`src/rtl/fill_pkg.sv`:
```
// rtl/fill_pkg.sv - shared defaults and FSM state type for the row fill engine
package fill_pkg;

    localparam int FILL_X_W      = 10;
    localparam int FILL_Y_W      = 9;
    localparam int FILL_SCREEN_W = 640;

    typedef enum logic [2:0] {
        IDLE,
        CALC,
        MDONE,
        ROWWAIT,
        LOAD,
        FILL,
        FDONE
    } fill_state_t;

endpackage

```
`src/rtl/fill_span_stepper.sv`:
```
// rtl/fill_span_stepper.sv - row span x counter with end compare; FILL_CLIP_EN clamps the span to the screen
module fill_span_stepper
    import fill_pkg::*;
#(
    parameter int X_W      = FILL_X_W,
    parameter int SCREEN_W = FILL_SCREEN_W
) (
    input  logic           clk,
    input  logic           rst,
    input  logic           load,
    input  logic           step,
    input  logic [X_W-1:0] span_x0,
    input  logic [X_W-1:0] span_x1,
    output logic [X_W-1:0] x,
    output logic           last,
    output logic           empty
);

`ifdef FILL_CLIP_EN
    localparam bit CLIP_ON = 1'b1;
`else
    localparam bit CLIP_ON = 1'b0;
`endif

    localparam logic [X_W-1:0] CLIP_MAX = X_W'(SCREEN_W - 1);

    logic [X_W-1:0] x_lo;
    logic [X_W-1:0] x_hi;
    logic [X_W-1:0] x_hi_eff;
    logic [X_W-1:0] lo_in;
    logic [X_W-1:0] hi_in;

    assign lo_in = (span_x0 < span_x1) ? span_x0 : span_x1;
    assign hi_in = (span_x0 < span_x1) ? span_x1 : span_x0;

    // The counter starts at x_lo as soon as the span is sampled, so LOAD just waits.
    always_ff @(posedge clk) begin
        if (rst) begin
            x    <= '0;
            x_lo <= '0;
            x_hi <= '0;
        end else if (load) begin
            x    <= lo_in;
            x_lo <= lo_in;
            x_hi <= hi_in;
        end else if (step) begin
            x <= x + 1'b1;
        end
    end

    always_comb begin
        x_hi_eff = (CLIP_ON && (x_hi > CLIP_MAX)) ? CLIP_MAX : x_hi;
        empty    = CLIP_ON && (x_lo > CLIP_MAX);
        last     = (x == x_hi_eff);
    end

endmodule

```
`src/rtl/fill_row_engine.sv`:
```
// rtl/fill_row_engine.sv - triangle row fill sequencer emitting one pixel per accepted cycle (FILL_CLIP_EN enables screen clipping)
module fill_row_engine
    import fill_pkg::*;
#(
    parameter int X_W      = FILL_X_W,
    parameter int Y_W      = FILL_Y_W,
    parameter int SCREEN_W = FILL_SCREEN_W
) (
    input  logic           clk,
    input  logic           rst,
    input  logic           math_start,
    input  logic           row_start,
    input  logic           fill_start,
    input  logic [Y_W-1:0] y_a,
    input  logic [Y_W-1:0] y_b,
    input  logic [7:0]     color_in,
    input  logic [X_W-1:0] span_x0,
    input  logic [X_W-1:0] span_x1,
    input  logic           pix_ready,
    output logic           math_done,
    output logic           fill_done,
    output logic           all_finish,
    output logic           pix_wr,
    output logic [X_W-1:0] pix_x,
    output logic [Y_W-1:0] pix_y,
    output logic [7:0]     pix_color
);

    fill_state_t    state;
    fill_state_t    state_next;
    logic [Y_W-1:0] y_lo;
    logic [Y_W-1:0] y_hi;
    logic [7:0]     color;
    logic [Y_W:0]   cur_y;
    logic           rows_done;
    logic           latch_math;
    logic           load_span;
    logic           step;
    logic [X_W-1:0] x;
    logic           last;
    logic           empty;

    fill_span_stepper #(
        .X_W      (X_W),
        .SCREEN_W (SCREEN_W)
    ) u_stepper (
        .clk     (clk),
        .rst     (rst),
        .load    (load_span),
        .step    (step),
        .span_x0 (span_x0),
        .span_x1 (span_x1),
        .x       (x),
        .last    (last),
        .empty   (empty)
    );

    // cur_y carries one extra bit so finishing the row at y = 2^Y_W-1 cannot wrap.
    assign rows_done = (cur_y > {1'b0, y_hi});

    always_ff @(posedge clk) begin
        if (rst) begin
            state <= IDLE;
            y_lo  <= '0;
            y_hi  <= '0;
            color <= '0;
            cur_y <= '0;
        end else begin
            state <= state_next;
            if (latch_math) begin
                y_lo  <= (y_a < y_b) ? y_a : y_b;
                y_hi  <= (y_a < y_b) ? y_b : y_a;
                color <= color_in;
            end
            if (state == CALC) begin
                cur_y <= {1'b0, y_lo};
            end else if (state == FDONE) begin
                cur_y <= cur_y + 1'b1;
            end
        end
    end

    always_comb begin
        state_next = state;
        math_done  = 1'b0;
        fill_done  = 1'b0;
        all_finish = 1'b0;
        pix_wr     = 1'b0;
        latch_math = 1'b0;
        load_span  = 1'b0;
        step       = 1'b0;
        case (state)
            IDLE: begin
                if (math_start) begin
                    latch_math = 1'b1;
                    state_next = CALC;
                end
            end
            CALC:  state_next = MDONE;
            MDONE: begin
                math_done  = 1'b1;
                state_next = ROWWAIT;
            end
            ROWWAIT: begin
                all_finish = rows_done;
                if (rows_done) begin
                    if (math_start) begin
                        latch_math = 1'b1;
                        state_next = CALC;
                    end
                end else if (row_start) begin
                    load_span  = 1'b1;
                    state_next = LOAD;
                end
            end
            LOAD: begin
                if (fill_start) begin
                    state_next = FILL;
                end
            end
            FILL: begin
                if (empty) begin
                    state_next = FDONE;
                end else begin
                    pix_wr = 1'b1;
                    if (pix_ready) begin
                        if (last) begin
                            state_next = FDONE;
                        end else begin
                            step = 1'b1;
                        end
                    end
                end
            end
            FDONE: begin
                fill_done  = 1'b1;
                state_next = ROWWAIT;
            end
            default: state_next = IDLE;
        endcase
    end

    assign pix_x     = pix_wr ? x : '0;
    assign pix_y     = pix_wr ? cur_y[Y_W-1:0] : '0;
    assign pix_color = pix_wr ? color : '0;

endmodule

```
`config.mk`:
```
export PLATFORM = sky130hd
export DESIGN_NAME = fill_row_engine
export DESIGN_NICKNAME = d
export VERILOG_FILES = /design/src/rtl/fill_pkg.sv /design/src/rtl/fill_span_stepper.sv /design/src/rtl/fill_row_engine.sv
export SDC_FILE = /design/constraint.sdc
export NUM_CORES = 1
export LEC_CHECK = 0
export CELL_PAD_IN_SITES_DETAIL_PLACEMENT = 1
export CELL_PAD_IN_SITES_GLOBAL_PLACEMENT = 2
export CORE_MARGIN = 1
export CORE_UTILIZATION = 31
export CTS_CLUSTER_DIAMETER = 100
export DETAILED_ROUTE_END_ITERATION = 8
export GPL_TIMING_DRIVEN = 1
export PLACE_DENSITY_LB_ADDON = 0.1
export RECOVER_POWER = 100
export SLEW_MARGIN = 20
export SYNTH_ARGS = -nofsm -noshare
export SYNTH_HDL_FRONTEND = slang
export SYNTH_HIERARCHICAL = 1
export SYNTH_SLANG_ARGS = --single-unit
export TNS_END_PERCENT = 1
```
`constraint.sdc`:
```
create_clock -name clk -period 3.42 [get_ports clk]
set_input_delay 0.513 -clock clk [delete_from_list [all_inputs] [get_ports clk]]
set_output_delay 0.513 -clock clk [all_outputs]
set_load 0.02 [all_outputs]
```
==> results.cfg <==
[min_path]
hold_class = flop to flop

[worst_setup_path]
critical_path_class = flop to primary output
critPathMaxFanout = 9
start_kind = flop
cp.required_ns = 2.91
cp_slowest_stage_delay_ns = 0.69
endpoint_kind = primary output
worst_ep_arrival_time_ns = 2.67
slowest_stage = dlygate4sd3_1
path_cells = nor2b_1 > nor3b_2 > clkbuf_1 > and2_1 > dlygate4sd3_1

[timing]
fin_tns_setup_ns = 0
rsz0062_at_grt = no
hold_viol = 0
clock_skew_ns = 0.00990
slew_violations = 0
setup_viol = 0
fmaxAchievable_ghz = 0.314
worst_slew_pin_slew_ns = 0.942
slew_headroom = 0.372
fin_crit_sh = 0.931
period_needed_ns = 3.18

[floorplan]
fp.dieW_um = 118
core_sq_um = 12800
dieArea_sq_um = 13900
ios = 83
rows = 41
dieHeight_um = 118
initial_utilization = 0.324

[global_routing]
met3_usage = 0.0397
first_global_vias = 3792
grt_first_pass_wirelength_mm = 20.0
grt_overflow = 0
grtUsageMet1 = 0.259
grt_busiest_layer = met2
grt_max_degree = 44
use_met2 = 0.275
grt_use_total = 0.181
antenna_found_initial = 0

[clock_tree]
clockBufferDepth = 2
clk_latency_ns = 0.33
cts_setup_buffers = 0
cts_tree = done
cts_sinks = 59
cts_made_buffers = 9
h-tree-depth = 3
ctsHoldBuffers = 0
ctsResizeCount = 0
cts-root-buf = clkbuf_16
clk_pin_slew_worst_paths_ns = 0.05

[placement]
dpl.hpwl_mm = 9.18
dpl_cell_area_sq_um = 5120
gp_congestion = 0.798
io_buffers = 82

[routing]
routedWlPerCell_um = 16.7
antenna_left = 0
drtIter0Drc = 138
first_pass_iters = 4
wl_mm = 12.3
drt-vias-per-instance = 5.11
vias = 3748
route.detailed.drc = 0

[synthesis]
async_reset_ff_frac = 0
yosys.area.top_type = dfxtp_1
synth_edf_count = 0
synthTopCellsByArea = dfxtp_1, ha_1, mux2i_1
ys.warnings.count = 6
synth_nets = 564
ys_types = 62
syn-cell-area_sq_um = 4150
synthDominantCellAreaShare = 0.285
yosys_register_bits = 59
ys_seq_area_frac = 0.285
avgSynthCellArea_sq_um = 8.57
synth_top_flop_cell = dfxtp_1
netlist_instances = 484

[final_layout]
n_antenna_cell = 0
fin_area_sq_um = 5350
drive_gt1_frac = 0.114
multi_input_area_sq_um = 2640
area.sequential_sq_um = 1180
final_nets = 637
area_delta_synth_final_pct = 29.0
nFillCells = 1507

[run_status]
status = finished clean

[job]
maxCapViolCount = 0

[power_and_ir_drop]
power_density_nw_per_um2 = 525
p_leak_nw = 2.28
vdd_drop_max_v = 0.000245
## per-stage QoR
stage	setup WS [ns]	cells	power [mW]	hold WS, ns	utilization
after floorplan	0.712	484	1.69	0.444	-
after global placement	0.628	718	1.95	0.467	0.399
after detailed placement	0.542	718	1.98	0.484	0.399
after CTS	0.260	734	2.89	0.496	0.422
after global routing	0.0918	734	2.99	0.526	0.417
final	0.238	734	2.81	0.487	0.417
## worst max-delay path, delay by kind of cell, from the launching register on
kind	cells	cell delay, ns
and+or+nand+nor	3	0.86
buffers and inverters	2	1.01
DFF	1	0.47
## sequential cells by signal, indices dropped and copies added (netlist names)
signal / flops
color: 8
y_lo: 9
state: 3
cur_y: 10
y_hi: 9
u_stepper/x: 10
u_stepper/x_hi: 10
## final timing paths
| kind | startpoint | endpoint | slack (ns) | cells after the start |
|---|---|---|---|---|
| worst max-delay path | state[2] | pix_y[6] | 0.24 | 5 |
| worst min-delay path | color[4] | color[4] | 0.49 | 2 |
| worst max register to register | y_hi[8] | u_stepper/x[2] | 0.32 | 10 |
| worst min register to register | color[4] | color[4] | 0.49 | 2 |
## logic make-up after synthesis
group                      Yosys count  synth area share
AOI/OAI and AO/OA                  120             0.226
xor gates and xnor gates            22            0.0464
adders and majority gates           28            0.0844
buffers and inverters               62            0.0703
DFF                                 59             0.285
muxes                               28            0.0679
other                                1          0.000904
and+or+nand+nor                    164             0.220
## where the power goes
part / internal, mW / leakage, nW / switching [mW]
combinational: 0.444 / 1.66 / 0.525
sequential: 0.810 / 0.482 / 0.132
clock: 0.583 / 0.141 / 0.314
total: 1.84 / 2.28 / 0.971
## synthesized netlist by cell type, types with 7 or more instances
| cell | instances |
|---|---|
| mux2i_1 | 27 |
| nand4_1 | 7 |
| nand2_1 | 19 |
| dfxtp_1 | 59 |
| a21oi_1 | 16 |
| nand3_1 | 29 |
| clkbuf_1 | 16 |
| xnor2_1 | 14 |
| inv_1 | 28 |
| a211oi_2 | 18 |
| o21bai_1 | 13 |
| o21ai_1 | 10 |
| nor2_2 | 16 |
| ha_1 | 28 |
| and2_1 | 30 |
| xor2_1 | 8 |
| nor2_1 | 33 |
| a31oi_1 | 15 |
| o21ai_0 | 17 |
## placed cells by master (no fill, tap or decap), types with 3 or more instances in the layout
master            n
a221oi_1          3
and4_1            3
xor2_1            8
a21oi_1          16
a31oi_1          15
nor2_1           33
a211oi_1         11
o21bai_1         13
clkdlybuf4s50_1  54
dlygate4sd3_1    27
clkbuf_16         9
a211oi_2         12
nand4_1           7
xnor2_1          14
a311oi_2          3
nor3_1            3
and3_1            4
buf_4             6
o21ai_1          10
ha_1             28
nor2_2           16
dfxtp_1          59
clkbuf_1          7
o21ai_0          17
inv_1            30
and2_1           30
nand3_1          29
nand2_1          19
nor2b_1           6
mux2i_1          27
## area by class of cell
type,instances,area share
Timing Repair Buffer,94,0.171
Tap cell,172,0.0402
Clock buffer,14,0.0475
Inverter,30,0.0210
Multi-Input combinational cell,363,0.493
Sequential cell,59,0.221
Clock inverter,2,0.00655
## metal layers
layer	vias up	part of all wire	wire (um)
met2	71	0.43	5250
li1	1878	-	-
met1	1787	0.52	6450
met4	0	0.013	157
met3	12	0.035	436
met5	-	0	0
(Power assumes the default switching activity.)
==> patch 1, RTL diff (same settings) <==
Re-encode `fill_state_t` (7 states) as Gray code, 3 bits wide.
--- a/src/rtl/fill_pkg.sv
+++ b/src/rtl/fill_pkg.sv
@@ -8,9 +8,9 @@
     typedef enum logic [2:0] {
-        IDLE,
-        CALC,
-        MDONE,
-        ROWWAIT,
-        LOAD,
-        FILL,
-        FDONE
+        IDLE    = 3'b000,
+        CALC    = 3'b001,
+        MDONE   = 3'b011,
+        ROWWAIT = 3'b010,
+        LOAD    = 3'b110,
+        FILL    = 3'b111,
+        FDONE   = 3'b101
     } fill_state_t;
Function: no difference found for any inputs over 10 cycles, from zero or initial values and one cycle with rst high; not proved beyond that.
==> patch 1 against the unedited design <==
- power rose by 28%
- sequential cell count did not move
- design area barely moved
- via count rose by 1.6%
- first-iteration DRC count rose by 36%
- wire length rose by 1.5%
- area after synthesis fell by 0.15%
- setup slack got worse by 0.0030 ns
- non-clock buffer count rose by 1
- combinational power rose by 52%
- die area fell by 0.15%
- critical endpoint is now all_finish
- largest power group unchanged
==> patch 1: results (changes against the unedited design) <==
.. list-table::
   :header-rows: 1

   * - Metric
     - Value
   * - Outcome
     - finished clean
   * - Filler cell count
     - 1554 (+3.1%)
   * - Post-synthesis compound-gate area fraction
     - 23.7% (+1.1 points)
   * - Global-route met2 utilization
     - 28.6% (+1.1 points)
   * - Worst clock skew on the final layout
     - 0.00832 ns (-0.00158 ns)
   * - Most common library cells after synthesis
     - 59 x dfxtp_1, 37 x nand2_1, 34 x a21oi_1, 32 x inv_1, 30 x mux2i_1
   * - Worst reg2reg endpoint
     - y_lo[5]
   * - Routed length on met1
     - 6530 um (+1.2%)
   * - GR Layer Usage met1
     - 26.4% (+0.51 points)
   * - Synthesized Nets
     - 586 (+3.9%)
   * - Number of DRC violations after detailed-routing iteration 0
     - 187 (+36%)
   * - Slack of the worst reg-to-reg path
     - 0.41 ns (+0.09 ns)
   * - Post-synthesis sequential area ratio
     - 28.5% (+0.043 points)
   * - Placed cell count
     - 737 (+2.6%)
   * - Relative slew slack
     - 10.4% (-27 points)
   * - Adder-cell area share of the yosys netlist
     - 8.46% (+0.013 points)
   * - Top fanout value on the critical path
     - 6 (-3)
   * - Worst-case setup slack after placement
     - 0.289 ns (-0.254 ns)
   * - Endpoint of the worst hold path
     - color[5]
   * - Global Route met3 Usage
     - 3.05% (-0.92 points)
   * - Largest net degree at the start of global routing
     - 36 (-18%)
   * - Avg WL per Cell
     - 16.6 um (-0.69%)
   * - Routed vias
     - 3809 (+1.6%)
   * - Weighted congestion at the end of routability-driven global placement
     - 0.752 (-5.7%)
   * - Cells taking the most area after synthesis
     - dfxtp_1 29%, ha_1 8.5%, mux2i_1 7.2%
   * - Reg2Reg Launch Point
     - cur_y[5]
   * - Start point of the worst hold path
     - color[5]
   * - Post-synthesis xor/xnor area fraction
     - 4.02% (-0.63 points)
   * - Vias in the first global route
     - 3915 (+3.2%)
   * - VDD IR-drop max
     - 0.283 mV (+15%)
   * - Global-route usage over all layers
     - 18.5% (+0.40 points)
   * - Number of nets in the layout
     - 656 (+3.0%)
## patch 1: cell type report
type	count	area, sq um	area share, %
inverter	34	128	2.39
clock buffer	10	239	4.47
tap	172	215	4.02
timing repair buffer	95	920	17.2
clock inverter	3	65.1	1.22
sequential	59	1180	22.1
multi-input combinational	377	2600	48.6
## patch 1: power by group through the flow
| stage | clock, mW | combinational [mW] | sequential [mW] |
|---|---|---|---|
| after global placement | 0 | 1.51 | 1.18 |
| after CTS | 0.972 | 1.55 | 1.17 |
| final | 0.949 | 1.47 | 1.17 |
| after detailed placement | 0 | 1.54 | 1.18 |
| after global routing | 0.999 | 1.66 | 1.20 |
| after floorplan | 0 | 1.20 | 1.05 |
## patch 1: critical path: stages, from the launching register on
cell and delay, ns:
dfxtp_1 0.43, ha_1 0.29, a21o_1 0.17, a211oi_2 0.30, nor4b_4 0.33, or2_0 0.23, nor2_1 0.06, clkdlybuf4s50_1 0.53
==> patch 2, RTL diff (same settings) <==
Made on the original files. `FILL_X_W`: 10 -> 11.
--- a/src/rtl/fill_pkg.sv
+++ b/src/rtl/fill_pkg.sv
@@ -3,3 +3,3 @@
 
-    localparam int FILL_X_W      = 10;
+    localparam int FILL_X_W      = 11;
     localparam int FILL_Y_W      = 9;
Interface: changed (resized pix_x, span_x0 and span_x1); port bits go from 83 to 86. The function was not compared with the original's and may differ.
==> patch 2 against the unedited design <==
- power down 12%
- sequential cell count is 2 higher
- die area shrank 0.39%
- cell count down 0.27%
- wire length is 2.9% lower
- area after synthesis is 0.39% lower
- maximum frequency increased by 2.7%
- combinational power fell by 36%
- synthesized cell count decreased by 1.9%
- design area is 1.0% higher
- count of clock-buffer cells in the layout is 2 lower
- setup slack better by 0.083 ns
- largest cell class unchanged
- first-iteration DRC count decreased by 1.4%
==> patch 2: results (changes against the unedited design) <==
.. list-table::
   :header-rows: 1

   * - Metric
     - Value
   * - Outcome
     - finished clean
   * - Avg WL per Cell
     - 16.3 um (-2.6%)
   * - Logic depth of the worst register-to-register path
     - 11 (+1)
   * - Combinational family with the most area after synthesis
     - simple AND/OR/NAND/NOR gates
   * - Worst clock skew on the final layout
     - 0.00563 ns (-0.00427 ns)
   * - Relative slew slack
     - 47.3% (+10 points)
   * - Buffers added on ports
     - 85 (+3.7%)
   * - Dpl hpwl
     - 9060 um (-1.3%)
   * - Placed cell count
     - 716 (-0.28%)
   * - Worst path arrival time
     - 2.59 ns (-0.08 ns)
   * - Post-synthesis compound-gate area fraction
     - 18.2% (-4.4 points)
   * - Worst reg2reg endpoint
     - u_stepper/x[9]
   * - Detail-routed via count per cell
     - 4.99 (-2.2%)
   * - Global-route usage over all layers
     - 18.0% (-0.096 points)
   * - Number of detailed-route iterations in the first pass
     - 4 (unchanged)
   * - Distinct cell type count after synthesis
     - 52 (-16%)
   * - Static Leak
     - 2.31 nW (+1.1%)
   * - Endpoint of the worst hold path
     - color[1]
   * - Gate Count Post-Synth
     - 475 (-1.9%)
   * - Adder-cell area share of the yosys netlist
     - 8.78% (+0.34 points)
   * - Vias in the first global route
     - 3918 (+3.3%)
   * - Number of DRC violations after detailed-routing iteration 0
     - 136 (-1.4%)
   * - First-pass GRT wire length
     - 19900 um (-0.41%)
   * - Mux contribution to synthesized area
     - 11.9% (+5.1 points)
   * - Total detailed-routing wirelength
     - 11900 um (-2.9%)
   * - Yosys synthesis warning count
     - 6 (unchanged)
   * - Number of nets in the layout
     - 638 (+0.16%)
   * - Cells taking the most area after synthesis
     - dfxtp_1 30%, mux2i_1 12%, ha_1 8.8%
   * - VDD IR-drop max
     - 0.247 mV (+0.51%)
   * - Post-synthesis xor/xnor area fraction
     - 4.87% (+0.23 points)
   * - Synthesized Nets
     - 558 (-1.1%)
   * - Start point of the worst hold path
     - color[1]
   * - Slack of the worst reg-to-reg path
     - 0.48 ns (+0.16 ns)
   * - Top fanout value on the critical path
     - 5 (-4)
   * - Fraction of layout instances using a drive strength above 1
     - 8.39% (-3.0 points)
   * - Leading registers by flop count
     - u_stepper/x x11, u_stepper/x_hi x11, cur_y x10
   * - Class of the most critical hold timing path
     - reg2reg
   * - Most common library cells after synthesis
     - 65 x nor2_1, 61 x dfxtp_1, 49 x mux2i_1, 31 x inv_1
   * - Weighted congestion at the end of routability-driven global placement
     - 0.788 (-1.2%)
   * - Post-synthesis sequential area ratio
     - 29.5% (+1.1 points)
   * - Largest net degree at the start of global routing
     - 39 (-11%)
-- patch 2: final cells by class --
cell class                      count  area [sq um]
Tap cell                          172           215
Fill cell                        1498          7420
Sequential cell                    61          1220
Clock inverter                      4          70.1
Clock buffer                       12           256
Multi-Input combinational cell    355          2600
Timing Repair Buffer               96           925
Inverter                           32           120
-- patch 2: report_power, final --
part	internal (mW)	switching [mW]	leakage, nW
clock	0.675	0.325	0.163
combinational	0.291	0.326	1.65
sequential	0.780	0.0656	0.498
total	1.75	0.717	2.31
-- patch 2: per-layer routing --
| layer | global-route usage (%) | share of wire (%) | up-vias |
|---|---|---|---|
| met5 | 0 | 0 | - |
| met3 | 3.54 | 3.0 | 16 |
| met1 | 23.1 | 48 | 1735 |
| li1 | - | - | 1841 |
| met2 | 30.2 | 47 | 62 |
| met4 | 6.25 | 1.8 | 0 |
-- patch 2: worst max-delay path by stage --
stage                  from             end  slack, ns  depth (start not counted)
floorplan           y_hi[8]  u_stepper/x[0]       0.76                         12
CTS                 y_hi[8]      all_finish       0.11                          8
detailed placement  y_hi[8]      all_finish       0.47                          8
global route        y_hi[8]      all_finish       0.14                          8
finish              y_hi[8]      all_finish       0.32                          8
global placement    y_hi[8]      all_finish       0.52                          8
-- patch 2: metrics by stage --
stage / hold slack [ns] / power (mW) / cell area (sq um) / setup WS [ns]
floorplan: 0.452 / 1.30 / 4130 / 0.762
global placement: 0.463 / 1.47 / 5150 / 0.525
detailed placement: 0.479 / 1.50 / 5150 / 0.469
CTS: 0.491 / 2.52 / 5470 / 0.106
global route: 0.525 / 2.60 / 5410 / 0.141
finish: 0.485 / 2.46 / 5410 / 0.321
-- patch 2: repair_timing --
action / 4_1_cts / 5_1_grt
resized for setup: 0 / 1
endpoints found under the setup margin: 0 / 1
hold endpoints to repair: 0 / 0
buffers inserted: 0 / 0
-- patch 2: critical path, cell delays in order (launching register included) --
cell	delay [ns]
dfxtp_1	0.35
inv_1	0.06
ha_1	0.33
a211oi_1	0.24
nand2_1	0.14
nor4b_4	0.32
or2_2	0.21
nor2_1	0.06
clkdlybuf4s50_1	0.53
-- patch 2: cells by family after synthesis --
| group | Yosys count |
|---|---|
| fa+ha+maj | 29 |
| buf+inv | 59 |
| flops | 61 |
| xor+xnor | 23 |
| mux | 49 |
| other cells | 1 |
| compound gates | 92 |
| simple gates | 161 |
